**config.mk**
```make
export PLATFORM = sky130hd
export DESIGN_NAME = fifo_wr_arbiter_flat
export DESIGN_NICKNAME = d
export VERILOG_FILES = /design/src/rtl/fifo_wr_arbiter_pkg.sv /design/src/rtl/fifo_wr_arbiter_if.sv /design/src/rtl/fifo_wr_arbiter_rr_picker.sv /design/src/rtl/fifo_wr_arbiter.sv /design/src/flat_wrapper.sv
export SDC_FILE = /design/constraint.sdc
export NUM_CORES = 1
export LEC_CHECK = 0
export ABC_AREA = 1
export CAP_MARGIN = 30
export CORE_ASPECT_RATIO = 0.75
export CORE_MARGIN = 10
export CORE_UTILIZATION = 40
export DETAILED_ROUTE_END_ITERATION = 10
export PLACE_DENSITY = 0.78
export SLEW_MARGIN = 20
export SYNTH_ARGS = -nofsm -noshare
export SYNTH_HDL_FRONTEND = slang
export SYNTH_SLANG_ARGS = --single-unit
```
**constraint.sdc**
```tcl
create_clock -name wr_clk -period 2.3 [get_ports wr_clk]
set_clock_uncertainty 0.2 [all_clocks]
set_input_delay 0.46 -clock wr_clk [delete_from_list [all_inputs] [get_ports wr_clk]]
set_output_delay 0.46 -clock wr_clk [all_outputs]
set_load 0.03 [all_outputs]
```
**src/rtl/fifo_wr_arbiter_pkg.sv**
```systemverilog
// Shared types and helpers for the FIFO write-port arbiter.
// Holds the FSM encoding, a clog2 helper and the reset value of the round-robin pointer.
package fifo_arb_pkg;

    typedef enum logic {
        IDLE = 1'b0,
        BUSY = 1'b1
    } arb_state_t;

    function automatic int clog2(input int value);
        int r;
        r = 0;
        for (int v = value - 1; v > 0; v = v >> 1) begin
            r++;
        end
        return r;
    endfunction

    // Pointer starts on the highest index so requester 0 wins the first scan.
    function automatic int last_owner_rst(input int num_req);
        return num_req - 1;
    endfunction

endpackage

```
**src/rtl/fifo_wr_arbiter_if.sv**
```systemverilog
// Requester-side handshake plus FIFO write-port bundle shared by the arbiter and its users.
// master = requesters/FIFO model, slave = arbiter.
interface fifo_wr_arbiter_if #(
    parameter int NUM_REQ    = 4,
    parameter int DATA_WIDTH = 8
);
    import fifo_arb_pkg::*;

    localparam int GID_W = clog2(NUM_REQ);

    logic [NUM_REQ-1:0]            req_valid;
    logic [NUM_REQ*DATA_WIDTH-1:0] req_data;
    logic [NUM_REQ-1:0]            req_last;
    logic [NUM_REQ-1:0]            req_ready;
    logic                          fifo_wr_full;
    logic                          fifo_wr_inc;
    logic [DATA_WIDTH-1:0]         fifo_wr_data;
    logic [GID_W-1:0]              grant_id;
    logic                          arb_busy;

    modport master (
        output req_valid, req_data, req_last, fifo_wr_full,
        input  req_ready, fifo_wr_inc, fifo_wr_data, grant_id, arb_busy
    );

    modport slave (
        input  req_valid, req_data, req_last, fifo_wr_full,
        output req_ready, fifo_wr_inc, fifo_wr_data, grant_id, arb_busy
    );

endinterface

```
**src/rtl/fifo_wr_arbiter_rr_picker.sv**
```systemverilog
// Combinational round-robin pick: first valid requester after last_owner, wrapping modulo NUM_REQ.
// Zero latency; no handshake of its own.
module rr_picker #(
    parameter int NUM_REQ = 4,
    parameter int GID_W   = 2
) (
    input  logic [NUM_REQ-1:0] req_valid,
    input  logic [GID_W-1:0]   last_owner,
    output logic               found,
    output logic [GID_W-1:0]   pick_id
);

    logic [GID_W:0]     start;
    logic [GID_W:0]     idx;
    logic [GID_W:0]     sum;
    logic [NUM_REQ-1:0] rot;

    always_comb begin
        start = {1'b0, last_owner} + 1'b1;
        // Doubled vector lets a plain shift act as a rotate starting at last_owner+1.
        rot   = NUM_REQ'({req_valid, req_valid} >> start);
        found = 1'b0;
        idx   = '0;
        for (int i = NUM_REQ - 1; i >= 0; i--) begin
            if (rot[i]) begin
                found = 1'b1;
                idx   = (GID_W+1)'(i);
            end
        end
        sum = start + idx;
        if (sum >= (GID_W+1)'(NUM_REQ)) begin
            sum = sum - (GID_W+1)'(NUM_REQ);
        end
        pick_id = sum[GID_W-1:0];
    end

endmodule

```
**src/rtl/fifo_wr_arbiter.sv**
```systemverilog
// Round-robin packet-locking arbiter feeding an async FIFO write port through a one-deep output stage.
// One IDLE cycle per grant, accept-to-write one cycle; fifo_wr_full stalls the stage and drops req_ready.
module fifo_wr_arbiter
    import fifo_arb_pkg::*;
#(
    parameter int NUM_REQ    = 4,
    parameter int DATA_WIDTH = 8,
    parameter int MAX_BURST  = 4
) (
    input  logic             wr_clk,
    input  logic             wr_rst,
    fifo_wr_arbiter_if.slave bus
);

    localparam int GID_W = clog2(NUM_REQ);
    localparam int CNT_W = clog2(MAX_BURST + 1);
    localparam logic [GID_W-1:0] LAST_RST = GID_W'(last_owner_rst(NUM_REQ));
    localparam logic [CNT_W-1:0] CAP_CNT  = CNT_W'(MAX_BURST - 1);

    arb_state_t            state;
    logic [GID_W-1:0]      owner;
    logic [GID_W-1:0]      last_owner;
    logic [CNT_W-1:0]      beat_cnt;
    logic                  out_valid;
    logic [DATA_WIDTH-1:0] out_data;

    logic                  found;
    logic [GID_W-1:0]      pick_id;
    logic                  wr_inc;
    logic                  load_en;
    logic                  beat_acc;
    logic                  owner_vld;
    logic                  owner_last;
    logic [DATA_WIDTH-1:0] owner_dat;
    logic [NUM_REQ-1:0]    req_ready;

    rr_picker #(
        .NUM_REQ (NUM_REQ),
        .GID_W   (GID_W)
    ) u_picker (
        .req_valid  (bus.req_valid),
        .last_owner (last_owner),
        .found      (found),
        .pick_id    (pick_id)
    );

    assign wr_inc     = out_valid & ~bus.fifo_wr_full;
    // Stage can take a new word when empty or when its current word leaves this cycle.
    assign load_en    = ~out_valid | wr_inc;
    assign owner_vld  = bus.req_valid[owner];
    assign owner_last = bus.req_last[owner];
    assign owner_dat  = bus.req_data[int'(owner)*DATA_WIDTH +: DATA_WIDTH];
    assign beat_acc   = (state == BUSY) & owner_vld & load_en;

    always_comb begin
        req_ready = '0;
        if (state == BUSY) begin
            req_ready[owner] = load_en;
        end
    end

    always_ff @(posedge wr_clk or posedge wr_rst) begin
        if (wr_rst) begin
            state      <= IDLE;
            owner      <= '0;
            last_owner <= LAST_RST;
            beat_cnt   <= '0;
            out_valid  <= 1'b0;
            out_data   <= '0;
        end else begin
            if (beat_acc) begin
                out_valid <= 1'b1;
                out_data  <= owner_dat;
            end else if (wr_inc) begin
                out_valid <= 1'b0;
            end

            case (state)
                IDLE: begin
                    if (found) begin
                        owner    <= pick_id;
                        beat_cnt <= '0;
                        state    <= BUSY;
                    end
                end
                BUSY: begin
                    // Grant stays locked if the owner stalls; only last or the burst cap frees it.
                    if (beat_acc) begin
                        beat_cnt <= beat_cnt + 1'b1;
                        if (owner_last || beat_cnt == CAP_CNT) begin
                            last_owner <= owner;
                            state      <= IDLE;
                        end
                    end
                end
            endcase
        end
    end

    assign bus.req_ready    = req_ready;
    assign bus.fifo_wr_inc  = wr_inc;
    assign bus.fifo_wr_data = out_data;
    assign bus.grant_id     = owner;
    assign bus.arb_busy     = (state == BUSY);

endmodule
```
**src/flat_wrapper.sv**
```systemverilog
// flat-port wrapper written by rule: the top's interface ports become plain ports
module fifo_wr_arbiter_flat import fifo_arb_pkg::*;
#(
    parameter int NUM_REQ    = 4,
    parameter int DATA_WIDTH = 8,
    parameter int MAX_BURST  = 4
)
  (wr_clk, wr_rst, bus_req_valid, bus_req_data, bus_req_last, bus_fifo_wr_full, bus_req_ready, bus_fifo_wr_inc, bus_fifo_wr_data, bus_grant_id, bus_arb_busy);
  fifo_wr_arbiter_if #(.NUM_REQ(NUM_REQ), .DATA_WIDTH(DATA_WIDTH)) bus_i ();
  input  logic wr_clk;
  input  logic wr_rst;
  input wire logic [$bits(bus_i.req_valid)-1:0] bus_req_valid;
  input wire logic [$bits(bus_i.req_data)-1:0] bus_req_data;
  input wire logic [$bits(bus_i.req_last)-1:0] bus_req_last;
  input wire logic [$bits(bus_i.fifo_wr_full)-1:0] bus_fifo_wr_full;
  output wire logic [$bits(bus_i.req_ready)-1:0] bus_req_ready;
  output wire logic [$bits(bus_i.fifo_wr_inc)-1:0] bus_fifo_wr_inc;
  output wire logic [$bits(bus_i.fifo_wr_data)-1:0] bus_fifo_wr_data;
  output wire logic [$bits(bus_i.grant_id)-1:0] bus_grant_id;
  output wire logic [$bits(bus_i.arb_busy)-1:0] bus_arb_busy;
  assign bus_i.req_valid = bus_req_valid;
  assign bus_i.req_data = bus_req_data;
  assign bus_i.req_last = bus_req_last;
  assign bus_i.fifo_wr_full = bus_fifo_wr_full;
  assign bus_req_ready = bus_i.req_ready;
  assign bus_fifo_wr_inc = bus_i.fifo_wr_inc;
  assign bus_fifo_wr_data = bus_i.fifo_wr_data;
  assign bus_grant_id = bus_i.grant_id;
  assign bus_arb_busy = bus_i.arb_busy;
  fifo_wr_arbiter #(.NUM_REQ(NUM_REQ), .DATA_WIDTH(DATA_WIDTH), .MAX_BURST(MAX_BURST)) u_core (.wr_clk(wr_clk), .wr_rst(wr_rst), .bus(bus_i));
endmodule
```
Word level (Yosys, flattened, before mapping) --
Index checks and enable logic that the tools add are counted.
Word-level totals: bits in registers 17, input bits 43, output and inout bits 16, word-level logic and storage cells 57
Cells by class: $add $sub $neg 4, $lt $le $gt $ge 3, equality and inequality tests 3, shift-type cells 2, muxes and demuxes 25, bitwise logic cells 8, reductions and logical operators 6
Operators by type and width (count):
- 32-bit by 6-bit variable part select with 8-bit output | 1
- 3-bit 2-to-1 mux | 5
- 1-bit 2-to-1 mux | 12
- 8-bit by 3-bit >> shifter with 4-bit output | 1
- 3-bit one-hot mux with 2 select lines | 1
- 4-bit AND | 1
- 1-bit binary-select mux with 2-bit select | 2
- 2-bit 2-to-1 mux | 2
- 4-bit 2-to-1 mux | 1
- 2-bit AND reduction | 2
- 2-bit by 1-bit adder with 3-bit output, second input constant | 1
- 3-bit by 1-bit adder with 3-bit output, second input constant | 1
- 3-bit adder | 1
- 1-bit AND | 3
- 3-bit by 2-bit == test with 1-bit output, second input constant | 1
- 3-bit >= comparator, second input constant | 1
- 2-bit by 3-bit < comparator with 1-bit output, second input constant | 1
- 1-bit inverter | 3
- 3-bit AND reduction | 1
- 1-bit demux with 2-bit select | 1
- 2-bit by 1-bit >= comparator with 1-bit output, second input constant | 1
- 2-bit by 1-bit inequality test with 1-bit output, second input constant | 1
- 2-bit inequality test, second input constant | 1
- 1-bit one-hot mux with 2 select lines | 1
- 5 further kinds | 5

Longest topological paths before layout --
Gate-level depths: netlist (run 1).
depth after elaboration 9, depth in mapped cells 14, gate-level depth less buffers 14

Modules after synthesis --
From an unflattened synthesis (run 1), not the netlist that was laid out.
Unflattened totals: cells, all modules 188, area, all modules 1222.4 um^2
Modules (own cells, without submodules):
- fifo_wr_arbiter | instances 1, cells each 150, area each 1052.3 um^2, seq. area each 427.9 um^2
- rr_picker | instances 1, cells each 38, area each 170.2 um^2, seq. area each 0.0 um^2

Least setup slack after synthesis (run 1) --
Ideal clock, no wire load.
path kind reg-to-output, start point reg u_core.owner[0] (netlist: u_core.bus.grant_id[0]), end point out bus_req_ready[1], arrival 1.506 ns, data required time 1.640 ns, setup slack 0.134 ns, stages on the path, launching flop included 4, buffers on the path 1, cell sequence dfrtp_1 > buf_6 > inv_4 > nor3_1
Between the ends: longest elaborated chain between the ends 6, elaborated cells between the ends (all ways) 7, classes of those cells order compare: 2; mux: 3; bitwise: 1; reduce/logical: 1
Ends and longest elaborated chain:
- start, declared | line fifo_wr_arbiter.sv:21 | logic [GID_W-1:0] owner;
- start signal, assigned | line fifo_wr_arbiter.sv:81 | owner <= pick_id;
- 2-bit by 3-bit < comparator with 1-bit output (implied by the code) or 2-bit by 1-bit >= comparator with 1-bit output (tied branches) | line fifo_wr_arbiter.sv:58 | req_ready[owner] = load_en;
- 1-bit logical AND (implied by the code) | line fifo_wr_arbiter.sv:58
- 1-bit 2-to-1 mux (implied by the code) | line fifo_wr_arbiter.sv:58
- 1-bit demux with 2-bit select (*)
- 4-bit AND (no line) (*)
- 4-bit 2-to-1 mux (*) | line fifo_wr_arbiter.sv:57 | if (state == BUSY) begin
- end, declared | line flat_wrapper.sv:16 | output wire logic [$bits(bus_i.req_ready)-1:0] bus_req_ready;
Mark *: on every way between the ends. The rest lies on a longest branch, timed or not.

Final worst setup path (run 1) --
start point reg u_core.owner[0] (netlist: u_core.bus.grant_id[0]), end point out bus_grant_id[0]
RTL lines:
- end, declared | line flat_wrapper.sv:19 | output wire logic [$bits(bus_i.grant_id)-1:0] bus_grant_id;
No word-level cell between the ends.

==> flow_metrics.py, run 1 <==
metrics = {
    "outcome": {
        "outcome": "finished clean",
    },
    "timing": {
        "worstMarginPinSlew_ns": 0.635,
        "min_period_ns": 2.18,
        "fin_ws_ns": 0.117,
        "setup_viol": 0,
        "fin_crit_sh_pct": 94.9,
        "rsz0062_at_grt": "no",
        "report.final.slew_viol_count": 0,
        "setup_tns_ns": 0,
        "hold_viol_final": 0,
        "max_freq_ghz": 0.458,
        "relSlewSlack_pct": 57.6,
    },
    "cts": {
        "ctsHoldBuffers": 0,
        "cts_sinks": 17,
        "clk_pin_slew_ns": 0.06,
        "cts_root_buffer": "clkbuf_8",
        "tritoncts": "built",
        "cts_made_buffers": 3,
        "htreeDepth": 1,
        "cts_resized": 0,
        "cts_setup_buffers": 0,
        "clockBufferDepth": 2,
        "clk_latency_ns": 0.25,
    },
    "worst_setup_path": {
        "critPathLaunchType": "flop",
        "crit_fanout": 9,
        "end_kind": "primary output",
        "cp_data_required_time_ns": 1.64,
        "critical_path_arrival_ns": 1.52,
        "critical_path_class": "reg -> out",
    },
    "pwr": {
        "switching_power_w": 0.00128,
        "p_int_w": 0.00125,
        "irDropWorstVdd_mv": 0.511,
        "p_per_area_nw_per_um2": 1310,
        "netSwitchingFraction_pct": 50.6,
        "leakage_nw": 0.948,
        "pwr-share-seq_pct": 21.4,
        "power_frac_comb_pct": 70.1,
        "p_clk_share_pct": 8.5,
    },
    "floorplanning": {
        "die-area_um2": 5800,
        "core-area_um2": 2980,
        "dieHeight_um": 68.5,
        "io_pins": 59,
        "die_w_um": 84.6,
        "floorplan.initialDensity_pct": 42.1,
        "rows": 17,
    },
    "logic_synthesis": {
        "post-synth-top-area-fraction_pct": 29.9,
        "ys_warn_count": 0,
        "synth_area_um2": 1250,
        "synth_top_area_cell": "dfrtp_1",
        "netlist_instances": 169,
        "yosysUniqueCellTypes": 27,
        "seq_area_frac_synth_pct": 34.1,
        "syn_area_per_cell_um2": 7.42,
        "syn-num-nets": 215,
        "synthTopCellsByArea": "dfrtp_1 30%, nand2_1 23%, nand3_1 8.8%, nor2_8 4.8%, a22oi_1 4.8%",
        "ys_ff_latch": 17,
    },
    "finish": {
        "multi_input_area_um2": 728,
        "area_delta_synth_final_pct": 54.1,
        "drive_above_1_share_pct": 15.0,
        "fin_area_um2": 1930,
        "antenna_cells": 0,
        "fillCellCount": 280,
        "final-seq-area_um2": 428,
        "fin_nets": 281,
    },
    "min_path": {
        "hp-class": "reg -> reg",
    },
    "routing": {
        "drt_wl_total_um": 3750,
        "ant_nets": 0,
        "wl_per_cell_um": 13.8,
        "drt_first_pass_iters": 4,
        "viasPerCell": 4.92,
        "vias": 1339,
        "first_iter_violations": 74,
        "drc": 0,
    },
    "placed_design": {
        "dpl_worst_slack_ns": -0.0287,
        "dpl_cell_area_um2": 1880,
        "dpl.hpwl_um": 3150,
        "port_buffers": 58,
        "gp_congestion": 0.939,
    },
    "global_route": {
        "grtUsageMet3_pct": 7.71,
        "grt.busiest_layer": "met2",
        "overflow": 0,
        "grt_use_total_pct": 12.9,
        "grt_pass1_wl_um": 6040,
        "grt_max_degree": 18,
        "grt_pass1_vias": 1283,
        "antenna_found_initial": 0,
        "grt_use_met1_pct": 14.3,
        "grt_use_met2_pct": 21.3,
    },
    "run": {
        "cap_viol_max_count": 0,
    },
}
[cells by family after synthesis]
| logic type | synth area share [%] |
|---|---|
| and+or+nand+nor | 47.7 |
| DFF | 34.1 |
| buffers and inverters | 7.78 |
| AOI/OAI and AO/OA | 6.69 |
| adders and majority gates | 2.99 |
| xor gates and xnor gates | 0.699 |
[Yosys cell counts]
cell	instances
a21oi_1	1
a22oi_1	8
buf_2	1
buf_4	1
buf_6	3
dfrtp_1	15
dfstp_2	2
ha_1	3
inv_1	6
inv_2	2
inv_4	2
inv_6	1
nand2_1	77
nand2_2	2
nand2_4	2
nand3_1	22
nand3_2	1
nand3_4	1
nand4_1	2
nand4_4	1
nor2_1	4
nor2_8	3
nor3_1	3
o21ai_1	2
o21ai_2	1
or2_0	2
xor2_1	1
[layout by cell type (no fill, tap or decap), types with 4 or more instances in the layout]
| cell | n |
|---|---|
| nand2_1 | 77 |
| clkdlybuf4s50_1 | 52 |
| nand3_1 | 22 |
| dfrtp_1 | 15 |
| buf_4 | 13 |
| a22oi_1 | 8 |
| inv_1 | 6 |
| nor2_1 | 4 |
[power groups by stage]
stage	clock [W]	combinational, W	sequential (W)
2_1_floorplan	0	0.00109	0.000705
3_3_place_gp	0	0.00177	0.000547
3_5_place_dp	0	0.00180	0.000546
4_1_cts	0.000224	0.00180	0.000543
5_1_grt	0.000235	0.00198	0.000564
6_report	0.000216	0.00178	0.000543
[per-stage QoR]
stage                     hold slack (ns)  cells  utilization (%)  total power (W)
final                               0.278    272             64.9          0.00254
after global routing                0.307    272             64.9          0.00278
after CTS                           0.283    272             64.8          0.00257
after detailed placement            0.265    268             63.2          0.00234
after global placement              0.261    268             63.2          0.00232
after floorplan                     0.185    169                -          0.00180
[cell type report]
| class | instances | area share, % |
|---|---|---|
| Multi-Input combinational cell | 136 | 37.7 |
| Timing Repair Buffer | 66 | 32.6 |
| Sequential cell | 17 | 22.2 |
| Inverter | 11 | 2.66 |
| Tap cell | 38 | 2.46 |
| Clock buffer | 3 | 2.14 |
| Clock inverter | 1 | 0.259 |
[per-layer routing]
metal  part of all wire, %  routed length (µm)  vias to the layer above
li1                      -                   -                      691
met1                    42                1560                      591
met2                    44                1670                       55
met3                    13                 504                        2
met4                  0.51                  19                        0
met5                     0                   0                        -
[registers in the layout, summed over array words and instances (netlist names)]
signal,flops
u_core.bus.fifo_wr_data,8
u_core.beat_cnt,3
u_core.bus.grant_id,2
u_core.last_owner,2
u_core.bus.arb_busy,1
u_core.out_valid,1
[path summary, 6_finish.rpt]
| path | depth (start not counted) | to | start | slack [ns] |
|---|---|---|---|---|
| worst max-delay path | 2 | bus_grant_id[0] | u_core.bus.grant_id[0] | 0.12 |
| worst min-delay path | 2 | u_core.bus.fifo_wr_data[0] | u_core.bus.fifo_wr_data[0] | 0.28 |
| worst max register to register | 14 | u_core.bus.grant_id[1] | u_core.last_owner[0] | 0.27 |
| worst min register to register | 2 | u_core.bus.fifo_wr_data[0] | u_core.bus.fifo_wr_data[0] | 0.28 |
| max in group asynchronous | 2 | u_core.bus.fifo_wr_data[0] | wr_rst | 1.09 |
| min in group asynchronous | 2 | u_core.beat_cnt[2] | wr_rst | 0.40 |
[critical path: stages (launching register included)]
cell,delay [ns]
dfrtp_1,0.32
buf_4,0.24
clkdlybuf4s50_1,0.72
(Power assumes the default switching activity.)
==> run 2: changes to the inputs <==
--- a/config.mk
+++ b/config.mk
@@ -12,7 +12,8 @@
 export CORE_UTILIZATION = 40
 export DETAILED_ROUTE_END_ITERATION = 10
 export PLACE_DENSITY = 0.78
-export SLEW_MARGIN = 20
+export SKIP_CTS_REPAIR_TIMING = 1
+export SLEW_MARGIN = 40
 export SYNTH_ARGS = -nofsm -noshare
 export SYNTH_HDL_FRONTEND = slang
 export SYNTH_SLANG_ARGS = --single-unit
==> results of run 2 <==
No change in the layout: final DEF, timing and power equal those of run 1.
